==> config.mk <==
export PLATFORM = sky130hd
export DESIGN_NAME = core_reset_sequencer
export DESIGN_NICKNAME = d
export VERILOG_FILES = /design/src/rtl/core_reset_seq_pkg.sv /design/src/rtl/core_reset_seq_cnt.sv /design/src/rtl/core_reset_sequencer.sv
export SDC_FILE = /design/constraint.sdc
export NUM_CORES = 1
export LEC_CHECK = 0
export CAP_MARGIN = 20
export CORE_UTILIZATION = 59
export DETAILED_ROUTE_END_ITERATION = 10
export HOLD_SLACK_MARGIN = 0.15
export PLACE_DENSITY_LB_ADDON = 0.25
export SYNTH_ARGS = -nofsm -noshare
export SYNTH_HDL_FRONTEND = slang
export SYNTH_HIERARCHICAL = 1
export SYNTH_SLANG_ARGS = --single-unit
==> constraint.sdc <==
create_clock -name clock -period 2.9 [get_ports clock]
set_input_delay 0.435 -clock clock [delete_from_list [all_inputs] [get_ports clock]]
set_output_delay 0.435 -clock clock [all_outputs]
set_load 0.005 [all_outputs]
==> src/rtl/core_reset_seq_pkg.sv <==
// Shared types for the core reset sequencer: command and state encodings,
// count width and the pulse hold-length helper.
package core_reset_seq_pkg;

    localparam int CNT_W = 16;

    typedef enum logic [1:0] {
        CMD_NOP     = 2'd0,
        CMD_PULSE   = 2'd1,
        CMD_ASSERT  = 2'd2,
        CMD_RELEASE = 2'd3
    } cmd_e;

    typedef enum logic [1:0] {
        ST_IDLE   = 2'd0,
        ST_HELD   = 2'd1,
        ST_HOLD   = 2'd2,
        ST_SETTLE = 2'd3
    } state_e;

    // A zero request means "use the minimum", which the max() already covers.
    function automatic logic [CNT_W-1:0] clamp_hold(
        input logic [CNT_W-1:0] cyc,
        input logic [CNT_W-1:0] min_h
    );
        return (cyc < min_h) ? min_h : cyc;
    endfunction

endpackage

==> src/rtl/core_reset_seq_cnt.sv <==
// Loadable down-counter with zero flag, shared by the HOLD and SETTLE phases.
module core_reset_seq_cnt
    import core_reset_seq_pkg::*;
(
    input  logic             clock,
    input  logic             reset,
    input  logic             load,
    input  logic [CNT_W-1:0] load_val,
    input  logic             dec,
    output logic             zero
);

    logic [CNT_W-1:0] count;

    always_ff @(posedge clock) begin
        if (reset) begin
            count <= '0;
        end else if (load) begin
            count <= load_val;
        end else if (dec && count != '0) begin
            count <= count - CNT_W'(1);
        end
    end

    assign zero = (count == '0);

endmodule

==> src/rtl/core_reset_sequencer.sv <==
// Core reset sequencer: HELD/HOLD/SETTLE/IDLE FSM driving a registered core_reset.
// Optional CORE_RESET_SEQ_COUNT_EN adds a saturating reset_count output.
module core_reset_sequencer
    import core_reset_seq_pkg::*;
#(
    parameter int MIN_HOLD = 16,
    parameter int SETTLE   = 8
) (
    input  logic             clock,
    input  logic             reset,
    input  logic             req_valid,
    output logic             req_ready,
    input  logic [1:0]       req_cmd,
    input  logic [CNT_W-1:0] req_cycles,
    output logic             core_reset,
    output logic             busy,
    output logic             done
`ifdef CORE_RESET_SEQ_COUNT_EN
    ,
    output logic [31:0]      reset_count
`endif
);

    localparam logic [CNT_W-1:0] MIN_HOLD_C = CNT_W'(MIN_HOLD);
    localparam logic [CNT_W-1:0] SETTLE_C   = CNT_W'(SETTLE);
    localparam logic [CNT_W-1:0] CNT_ONE    = CNT_W'(1);

    state_e           state;
    cmd_e             cmd;
    logic [CNT_W-1:0] held_cnt;
    logic [CNT_W-1:0] pulse_len;
    logic             accept;
    logic             held_ok;
    logic             cnt_load;
    logic             cnt_dec;
    logic [CNT_W-1:0] cnt_val;
    logic             cnt_zero;

    assign cmd       = cmd_e'(req_cmd);
    assign req_ready = (state == ST_IDLE) || (state == ST_HELD);
    assign accept    = req_valid && req_ready;
    assign pulse_len = clamp_hold(req_cycles, MIN_HOLD_C);
    assign held_ok   = (held_cnt >= MIN_HOLD_C);

    // Counter value is "cycles left minus one"; the phase ends on zero.
    always_comb begin
        cnt_load = 1'b0;
        cnt_val  = '0;
        cnt_dec  = 1'b0;
        unique case (state)
            ST_IDLE, ST_HELD: begin
                if (accept && cmd == CMD_PULSE) begin
                    cnt_load = 1'b1;
                    cnt_val  = pulse_len - CNT_ONE;
                end else if (accept && cmd == CMD_RELEASE
                             && state == ST_HELD) begin
                    cnt_load = 1'b1;
                    cnt_val  = held_ok ? SETTLE_C - CNT_ONE
                                       : MIN_HOLD_C - held_cnt - CNT_ONE;
                end
            end
            ST_HOLD: begin
                if (cnt_zero) begin
                    cnt_load = 1'b1;
                    cnt_val  = SETTLE_C - CNT_ONE;
                end else begin
                    cnt_dec = 1'b1;
                end
            end
            ST_SETTLE: cnt_dec = 1'b1;
        endcase
    end

    core_reset_seq_cnt u_cnt (
        .clock    (clock),
        .reset    (reset),
        .load     (cnt_load),
        .load_val (cnt_val),
        .dec      (cnt_dec),
        .zero     (cnt_zero)
    );

    always_ff @(posedge clock) begin
        if (reset) begin
            state      <= ST_HELD;
            core_reset <= 1'b1;
            busy       <= 1'b0;
            done       <= 1'b0;
            held_cnt   <= '0;
        end else begin
            done <= 1'b0;
            unique case (state)
                ST_IDLE: begin
                    if (accept) begin
                        unique case (cmd)
                            CMD_PULSE: begin
                                state      <= ST_HOLD;
                                core_reset <= 1'b1;
                                busy       <= 1'b1;
                            end
                            CMD_ASSERT: begin
                                state      <= ST_HELD;
                                core_reset <= 1'b1;
                                held_cnt   <= '0;
                                done       <= 1'b1;
                            end
                            CMD_NOP, CMD_RELEASE: done <= 1'b1;
                        endcase
                    end
                end
                ST_HELD: begin
                    if (held_cnt != '1) held_cnt <= held_cnt + CNT_ONE;
                    if (accept) begin
                        unique case (cmd)
                            CMD_PULSE: begin
                                state <= ST_HOLD;
                                busy  <= 1'b1;
                            end
                            CMD_RELEASE: begin
                                busy <= 1'b1;
                                if (held_ok) begin
                                    state      <= ST_SETTLE;
                                    core_reset <= 1'b0;
                                end else begin
                                    state <= ST_HOLD;
                                end
                            end
                            CMD_NOP, CMD_ASSERT: done <= 1'b1;
                        endcase
                    end
                end
                ST_HOLD: begin
                    if (cnt_zero) begin
                        state      <= ST_SETTLE;
                        core_reset <= 1'b0;
                    end
                end
                ST_SETTLE: begin
                    if (cnt_zero) begin
                        state <= ST_IDLE;
                        busy  <= 1'b0;
                        done  <= 1'b1;
                    end
                end
            endcase
        end
    end

`ifdef CORE_RESET_SEQ_COUNT_EN
    logic core_reset_d;

    always_ff @(posedge clock) begin
        if (reset) begin
            core_reset_d <= 1'b1;
            reset_count  <= '0;
        end else begin
            core_reset_d <= core_reset;
            if (core_reset && !core_reset_d && reset_count != '1)
                reset_count <= reset_count + 32'd1;
        end
    end
`endif

endmodule

[Word level (Yosys, flattened, before mapping)]
Index checks and enable logic that the tools add are counted.
Operators by class
  $add $sub $neg: 5
  order comparisons: 2
  equal/unequal tests: 20
  multiplexer cells: 43
  reductions and logical operators: 23
Operators by type and width (number)
  16-bit 2-to-1 mux: 9
  16-bit one-hot mux with 2 select lines: 2
  16-bit by 1-bit subtractor with 16-bit output, second input constant: 3
  1-bit 2-to-1 mux: 19
  16-bit by 1-bit adder with 16-bit output, second input constant: 1
  16-bit by 5-bit greater-or-equal comparator with 1-bit output, second input constant: 1
  16-bit zero test: 1
  16-bit by 5-bit < comparator with 1-bit output, second input constant: 1
  16-bit != test, second input constant: 1
  2-bit != test, second input constant: 8
  16-bit nonzero test: 1
  5-bit by 16-bit subtractor with 16-bit output, first input constant: 1
  6-bit AND reduction: 2
  1-bit one-hot mux with 3 select lines: 3
  2-bit == test, second input constant: 4
  2-bit 2-to-1 mux: 4
  2-bit one-hot mux with 2 select lines: 2
  2-bit one-hot mux with 4 select lines: 1
  2-bit OR reduction: 4
  7-bit AND reduction: 1
  2-bit by 1-bit != test with 1-bit output, second input constant: 3
  3-bit nonzero test: 2
  1-bit logical AND: 5
  2-bit by 1-bit == test with 1-bit output, second input constant: 2
  9 further kinds: 12
Storage, ports and cells
  register bits after elaboration: 37
  input bits: 21
  logic and storage cells: 99

[Longest topological paths before layout]
Gate-level depths: netlist of run 1.
  depth in word-level cells: 9
  mapped depth: 12

[Modules after synthesis]
Netlist of run 1, hierarchy kept.
Modules (own cells, without submodules)
  core_reset_sequencer: times used 1, cells each 262, area each 1989.4 um^2, sequential area each 420.4 um^2
  core_reset_seq_cnt: times used 1, cells each 114, area each 944.7 um^2, sequential area each 320.3 um^2

[Worst setup path before layout of run 1]
No wires, ideal clock.
  kind: flip-flop to flip-flop
  start: reg u_cnt.count[7]
  end: reg u_cnt.count[10]
  setup time: 86 ps
  arrival: 2585 ps
  path slack: 229 ps
  cell stages (with the launch flop): 9
  clock period less this slack: 2671 ps
  cells stage by stage: dfxtp_1 > or4_4 > and4bb_2 > buf_6 > nand2_1 > a31oi_1 > clkinv_1 > clkbuf_1 > a211oi_1
Between the ends
  elaborated cells between the ends (all ways): 11
  those cells by class: add/sub (1); mux (6); reduce/logical (4)
RTL lines
  from (decl): RTL line core_reset_seq_cnt.sv:13  | logic [CNT_W-1:0] count;
  from (signal assigned): RTL line core_reset_seq_cnt.sv:19  | count <= load_val;
  from (signal assigned): RTL line core_reset_seq_cnt.sv:21  | count <= count - CNT_W'(1);
  16-bit zero test (*): RTL line core_reset_seq_cnt.sv:25  | assign zero = (count == '0);
  net cnt_zero: RTL line core_reset_sequencer.sv:37  | logic cnt_zero;
  1-bit 2-to-1 mux (*): RTL line core_reset_sequencer.sv:63  | if (cnt_zero) begin
  1-bit one-hot mux with 2 select lines (*): RTL line core_reset_sequencer.sv:50  | unique case (state)
  net cnt_load: RTL line core_reset_sequencer.sv:34  | logic cnt_load;
  16-bit 2-to-1 mux or 2-bit nonzero test (tied branches)
The timed path passes the listed nets; every way through them passes the cells marked *. The select of a mux whose other input is x is not followed.
A chain may end at the register's enable or synchronous reset.

[Final worst setup path of run 1]
  start: reg u_cnt.count[0]
  end: reg u_cnt.count[4]
Between the ends
  cells in the longest elaborated chain, start to end: 5
  elaborated cells between the ends (all ways): 11
  those cells by class: add/sub (1); mux (6); reduce/logical (4)
RTL lines
  16-bit zero test: RTL line core_reset_seq_cnt.sv:25
  net cnt_zero: RTL line core_reset_sequencer.sv:37
  1-bit 2-to-1 mux: RTL line core_reset_sequencer.sv:63
  1-bit one-hot mux with 2 select lines: RTL line core_reset_sequencer.sv:50
  net cnt_dec: RTL line core_reset_sequencer.sv:35  | logic cnt_dec;
  1-bit logical AND: RTL line core_reset_seq_cnt.sv:20  | end else if (dec && count != '0) begin
  2-bit nonzero test (no source line)
The timed path passes the listed nets, and every way through them passes these cells. The select of a mux whose other input is x is not followed.

==> results of run 1 <==
[metrics by stage]
stage	util (%)	worst slack [ps]
5_1_grt	73.2	11.0
3_3_place_gp	70.7	-34.1
6_report	73.2	144
4_1_cts	72.6	117
3_5_place_dp	70.7	-185
2_1_floorplan	-	229
[sequential cells by signal (all words and copies together), names as in the netlist]
| signal | flops |
|---|---|
| busy | 1 |
| done | 1 |
| held_cnt | 16 |
| state | 2 |
| u_cnt/count | 16 |
| core_reset | 1 |
[placed cells by master, fill, tap and decap left out, drive strengths merged, types with 2 or more instances in the layout]
cell           count
nor2              50
nand2             38
dfxtp             37
clkdlybuf4s50     24
buf               24
a21oi             23
xnor2             20
nor3              18
ha                17
inv               16
o21ai             16
nor4              12
nand3             11
xor2               9
or3                9
nand4              8
a211oi             8
nand2b             6
clkbuf             6
and4               5
a311oi             5
o21bai             4
o31ai              3
a31oi              3
and2               3
o221ai             3
or4                3
nor3b              3
nand3b             2
a21o               2
o22ai              2
nor2b              2
mux2i              2
nand4bb            2
nor4b              2
or2                2
[worst reg2reg max path: stages (launching register included)]
cell,delay [ps]
dfxtp_1,380
inv_1,60
ha_1,250
nor3b_1,160
and4bb_2,270
nand2b_1,220
nand2_2,160
or4bb_1,470
or3_2,430
a311oi_1,250
[synthesized netlist by cell type, types with 3 or more instances]
| cell type | count |
|---|---|
| nor4_1 | 8 |
| nor2_1 | 50 |
| nand2_1 | 38 |
| dfxtp_1 | 37 |
| inv_1 | 16 |
| nor3b_1 | 3 |
| o21ai_0 | 12 |
| a21oi_1 | 23 |
| o21bai_1 | 4 |
| clkbuf_1 | 6 |
| nand4_1 | 8 |
| ha_1 | 17 |
| nor3_1 | 16 |
| xor2_1 | 9 |
| or3_2 | 3 |
| and2_1 | 3 |
| a311oi_1 | 4 |
| a31oi_1 | 3 |
| or3_1 | 6 |
| o221ai_1 | 3 |
| nand2b_1 | 6 |
| xnor2_1 | 20 |
| a211oi_1 | 7 |
| o31ai_1 | 3 |
| nand3_1 | 11 |
| and4_1 | 5 |
[routing by layer]
metal | vias up | track usage [%] | part of all wire (%)
met5 | - | 0 | 0
met4 | 0 | 9.59 | 1.9
met3 | 22 | 3.47 | 5.0
met2 | 116 | 47.4 | 47
met1 | 1413 | 42.2 | 46
li1 | 1449 | - | -
[final cells by class]
type | instances | area share, %
sequential | 37 | 21.3
clock buffer | 6 | 2.37
multi-input combinational | 310 | 59.8
clock inverter | 1 | 0.216
tap | 67 | 2.41
timing repair buffer | 48 | 12.1
inverter | 17 | 1.83
[how the worst min path moves through the flow]
stage	endpoint	slack (ps)	cells after the start
after floorplan	core_reset	470	2
after global placement	core_reset	460	2
after detailed placement	core_reset	470	2
after CTS	core_reset	500	2
after global routing	core_reset	510	2
final	core_reset	500	2
[power breakdown]
group	switching (uW)	internal, uW
logic	886	692
registers	154	652
clock network	192	188
total	1230	1530
[kinds of logic after synthesis]
kind of cell	Yosys count
buffers and inverters	29
muxes	2
DFF	37
AOI/OAI and AO/OA	79
and+or+nand+nor	183
xor gates and xnor gates	29
adders and majority gates	17
[what timing repair did]
item                                    4_1_cts  5_1_grt
resized for setup                             0        5
endpoints found under the setup margin        0        5
hold endpoints to repair                      0        0
==> metrics.md, run 1 <==
| Metric | Value |
|---|---|
| Critical path buffers and inverters | 1 |
| DR iter-0 viols | 317 |
| Final hold viol count | 0 |
| CTS Hold Bufs | 0 |
| Die W | 72.5 um |
| Die height | 72.5 um |
| Number of flops mapped to enable cells by yosys | 0 |
| Xor-xnor portion of the synthesized cell area | 8.66% |
| Crit path time final | 2760 ps |
| Cell Area, Synth | 2930 um^2 |
| Endpoints failing setup | 0 |
| Cell chain of the critical path | inv_1 -> ha_1 -> nor3b_1 -> and4bb_2 -> nand2b_1 -> nand2_2 -> or4bb_1 -> or3_2 -> a311oi_1 |
| Startpoint Class | flop |
| RSZ-0062 raised after global routing | no |
| Setup Fix Bufs, Post-CTS | 0 |
| Ratio of cells with drive above 1 in the final layout | 13.6% |
| Largest family of logic cells by synthesized area | simple AND/OR/NAND/NOR gates |
| Hold WC Path Type | reg -> reg |
| Synth area leader | dfxtp_1 |
| Vias per inst | 6.17 |
| Reg2Reg Depth | 9 |
| TNS Setup | 0 ps |
| Post-synthesis compound-gate area fraction | 18.2% |
| CP Data Arrival Time | 2950 ps |
| Family with the most delay on the worst path | simple AND/OR/NAND/NOR gates |
| R2r endpoint | u_cnt/count[4] |
| Clock transition at the registers of the reported paths | 80 ps |
| Post-synthesis cell type count | 69 |
| Dpl hpwl | 5530 um |
| FMAX | 363 MHz |
| Post-synthesis mux area share | 0.682% |
| Total of warnings raised by yosys | 6 |
| Ys flop type | dfxtp_1 |
| Total die area | 5260 um^2 |
| Max VDD drop | 0.647 mV |
| Setup CP Type | reg -> reg |
| Grt ovf | 0 |
| Fillers | 374 |
| Fin area | 3480 um^2 |
| Port Buffers | 24 |
| Initial Util | 61.7% |
| Placed Area | 3360 um^2 |
| Final Cycle Share | 95.0% |
| CP required | 3100 ps |
| Vias in the first global route | 2692 |
| WP depth | 9 |
| Routability cong. | 0.924 |
| Share of the synthesized area in the top cell type | 25.2% |
| Status | finished clean |
| Critical Path End Type | flop |
| Final Skew | 8.20 ps |
| Num CTS Buffers | 5 |
| Non-Filler Instances | 486 |
| Ant diodes | 0 |
| Max stage delay on crit path | 470 ps |
| R2r setup slk | 140 ps |
| Layout area overhead | 18.6% |
| CP startpoint | u_cnt/count[0] |
| #FFs+latches synth | 37 |
| Reg area | 741 um^2 |
| First-pass GRT wire length | 12400 um |
| DRC violations left | 0 |
| Synthesized area per cell | 7.80 um^2 |
| Boundary Pins | 25 |
| Core Rows | 25 |
| Sink Count | 37 |
| Routed length per instance | 15.4 um |
| Post-Syn Nets | 414 |
| Worst Setup EP | u_cnt/count[4] |
| Hold wc startpoint | core_reset |
| Max cap viols | 0 |
| Total wire length | 7460 um |
| Final Max Tran Viols | 0 |
| Slew @ Worst Pin | 488 ps |
| Main area contributors after synthesis | dfxtp_1 25%, ha_1 7.2%, nor2_1 6.4%, xnor2_1 6.0%, nand2_1 4.9% |
| Area share of fa/ha/maj cells after synthesis | 7.25% |
| Final Power | 2760 uW |
| Placed insts | 479 |
| Rel. slew slack | 67.2% |
| Total GRT Usage | 29.8% |
| CTS tree | done |
| Crit Path Max Fanout | 5 |
| Lkg Pwr | 0.00127 uW |
| Vias | 3000 |
| Simple-Gate Fraction of Synth Area | 35.2% |
| WHS | 495 ps |
| H-tree depth | 2 |
| Clock Path Buffers | 2 |
| Worst R2R Start | u_cnt/count[0] |
| Initial antenna violation count | 0 |
| DR pass1 iterations | 5 |
| Largest net degree at the start of global routing | 28 |
| CTS root buffer | clkbuf_8 |
| Power Dens Cells | 794 nW/um^2 |
| Sequential share of the synthesized area | 25.2% |
| Cell count after synthesis | 376 |
| Ys async rst share | 0% |
| Fin nets | 457 |
| Slowest CP cell | or4bb_1 |
| Core outline area | 4750 um^2 |
| Post-DRT Antenna Nets | 0 |
| Area of the multi-input gates | 2080 um^2 |
| Worst-Skew Late Latency | 290 ps |
Note: power is estimated with default switching activity, not from simulation.
==> run 2, diff against run 1 <==
CORE_ASPECT_RATIO = 1.4   (was unset)
clock period = 2.7 ns   (was 2.9 ns; I/O delays follow)
==> run 2 against run 1 <==
Effect of this change:
- sequential power increased by 6.9%
- global-route usage grew 1.2 points
- highest routed layer unchanged
- wire length rose by 6.9%
- critical endpoint unchanged
- die area about the same
- via count rose by 0.60%
- utilization rose by 2.2 points
==> metrics.md, run 2 (synthesis gave the netlist of run 1 again) <==
| Metric | Value |
|---|---|
| Final Skew | 7.76 ps (-0.447 ps) |
| Internal | 1690 uW (+10%) |
| Vias in the first global route | 2939 (+9.2%) |
| DR iter-0 viols | 170 (-46%) |
| Crit Path Max Fanout | 3 (-2) |
| CTS resizes | 0 (unchanged) |
| Core outline area | 4800 um^2 (+1.1%) |
| Vias per inst | 6.11 (-1.0%) |
| DRC violations left | 0 (unchanged) |
| Combinational share of power | 57.6% (+0.5 points) |
| CTS root buffer | clkbuf_8 |
| Total GRT Usage | 31.0% (+1.2 points) |
| Max stage delay on crit path | 490 ps (+20 ps) |
| DR pass1 iterations | 5 (unchanged) |
| Post-DRT Antenna Nets | 0 (unchanged) |
| Power Dens Cells | 830 nW/um^2 (+4.5%) |
| Status | finished clean |
| Ant diodes | 0 (unchanged) |
| Initial antenna violation count | 0 (unchanged) |
| Rel. slew slack | 67.4% (+0.11 points) |
| Switching pwr | 1320 uW (+6.8%) |
| Max cap viols | 0 (unchanged) |
| Total die area | 5260 um^2 (about the same) |
| Critical Path End Type | flop |
| Crit path time final | 2570 ps |
| Fraction of power consumed by sequential logic | 28.7% (-0.5 points) |
| Boundary Pins | 25 (unchanged) |
| Fin util | 75.3% (+2.2 points) |
| Routability cong. | 0.932 (+0.89%) |
| Fillers | 408 (+9.1%) |
| Endpoints failing setup | 0 (unchanged) |
| Fin nets | 468 (+2.4%) |
| Commonest cells after routing, fill and taps aside | 50 x nor2_1, 37 x dfxtp_1, 34 x nand2_1, 34 x buf_4, 23 x a21oi_1 |
| Sw frac | 43.8% (-0.77 points) |
| CP required | 2900 ps (-200 ps) |
| Die W | 61.6 um (-15%) |
| Setup CP Type | in -> reg |
| H-tree depth | 2 (unchanged) |
| Hold WC Path Type | reg -> reg |
| Clock network fraction of design power | 13.8% (about the same) |
| Worst-Skew Late Latency | 300 ps (about the same) |
| Clock transition at the registers of the reported paths | 80 ps (about the same) |
| Slew @ Worst Pin | 486 ps (-1.62 ps) |
| Total wire length | 7980 um (+6.9%) |
| Startpoint Class | input pin |
| Layout area overhead | 23.4% |
| Die height | 85.4 um (+18%) |
| Commonest non-fill, non-tap cell in the layout | nor2_1 |
| TNS Setup | 0 ps (unchanged) |
| Ratio of cells with drive above 1 in the final layout | 17.4% (+3.8 points) |
| CTS tree | done |
| Lkg Pwr | 0.00136 uW (+7.2%) |
| Final hold viol count | 0 (unchanged) |
| Final Max Tran Viols | 0 (unchanged) |
| FMAX | 388 MHz |
| Critical path buffers and inverters | 2 (+1) |
| Vias | 3018 (+0.60%) |
| CTS Hold Bufs | 0 (unchanged) |
| Placed insts | 487 (+1.7%) |
| Port Buffers | 24 (unchanged) |
| Cell chain of the critical path | clkdlybuf4s50_1 -> or4_4 -> nand4bb_4 -> nand2_2 -> ha_4 -> nor3b_4 -> buf_4 -> a2111oi_2 -> a311oi_2 -> nor2_1 -> a311oi_1 |
| Core Rows | 30 (+20%) |
| First-pass GRT wire length | 12400 um (+0.67%) |
| Grt ovf | 0 (unchanged) |
| Dpl hpwl | 5970 um (+8.1%) |
| CP Data Arrival Time | 2780 ps (-170 ps) |
| Num CTS Buffers | 5 (unchanged) |
| Final Cycle Share | 95.4% |
| Sink Count | 37 (unchanged) |
| Clock Path Buffers | 2 (unchanged) |
| Setup Fix Bufs, Post-CTS | 0 (unchanged) |
| Family with the most delay on the worst path | simple AND/OR/NAND/NOR gates |
| Initial Util | 61.1% (-0.64 points) |
| Largest net degree at the start of global routing | 28 (unchanged) |
| Regs by FF count | held_cnt x16, u_cnt/count x16, state x2 |
| Routed length per instance | 16.1 um (+5.1%) |
| Max VDD drop | 0.427 mV (-34%) |
| Slowest CP cell | or4_4 |
| Non-Filler Instances | 494 (+1.6%) |
-- run 2: cell count changes in the layout (fill, tap and decap cells not counted), sizes merged --
cell           change
clkdlybuf4s50      -2
dlymetal6s2s       +2
buf               +11
-- run 2: metal layers --
metal	GRT usage [%]	vias up	part of all wire, %
met2	57.7	75	54
met5	0	-	0
met1	32.7	1450	40
li1	-	1470	-
met4	13.9	0	3.1
met3	3.96	23	2.4
-- run 2: worst register-to-register path, stage by stage (launching register included) --
cell and delay (ps):
dfxtp_1 370, inv_1 60, ha_1 240, nor3b_1 150, and4bb_2 260, nand2b_1 160
nand2_1 100, or4bb_1 440, or3_2 430, a311oi_1 250
-- run 2: area by class of cell --
| class | instances | area, um^2 | share of cell area, % |
|---|---|---|---|
| Multi-Input combinational cell | 310 | 2130 | 58.9 |
| Sequential cell | 37 | 741 | 20.5 |
| Timing Repair Buffer | 59 | 512 | 14.1 |
| Clock buffer | 6 | 82.6 | 2.28 |
| Tap cell | 64 | 80.1 | 2.21 |
| Inverter | 17 | 63.8 | 1.76 |
| Clock inverter | 1 | 7.51 | 0.207 |
-- run 2: power by group through the flow --
| stage | Combinational, uW | Sequential (uW) | Clock, uW |
|---|---|---|---|
| finish | 1730 | 862 | 413 |
| global route | 1900 | 883 | 437 |
| CTS | 1680 | 860 | 416 |
| detailed placement | 1670 | 873 | 0 |
| global placement | 1640 | 863 | 0 |
| floorplan | 1230 | 834 | 0 |
-- run 2: stage by stage --
| step | area, um^2 | worst slack, ps | hold WS [ps] | total power [uW] |
|---|---|---|---|---|
| 3_3_place_gp | 3440 | -222 | 454 | 2500 |
| 6_report | 3620 | 126 | 488 | 3010 |
| 5_1_grt | 3620 | -8.94 | 523 | 3220 |
| 2_1_floorplan | 2930 | 29.2 | 465 | 2070 |
| 4_1_cts | 3530 | 14.5 | 490 | 2960 |
| 3_5_place_dp | 3440 | -274 | 472 | 2550 |
-- run 2: final timing paths --
kind | from | to | slack, ps | depth (start not counted)
setup reg to reg | u_cnt/count[0] | u_cnt/count[4] | 130 | 9
hold reg to reg | core_reset | core_reset | 490 | 2
setup / recovery | req_cycles[12] | u_cnt/count[4] | 130 | 11
hold / removal | core_reset | core_reset | 490 | 2
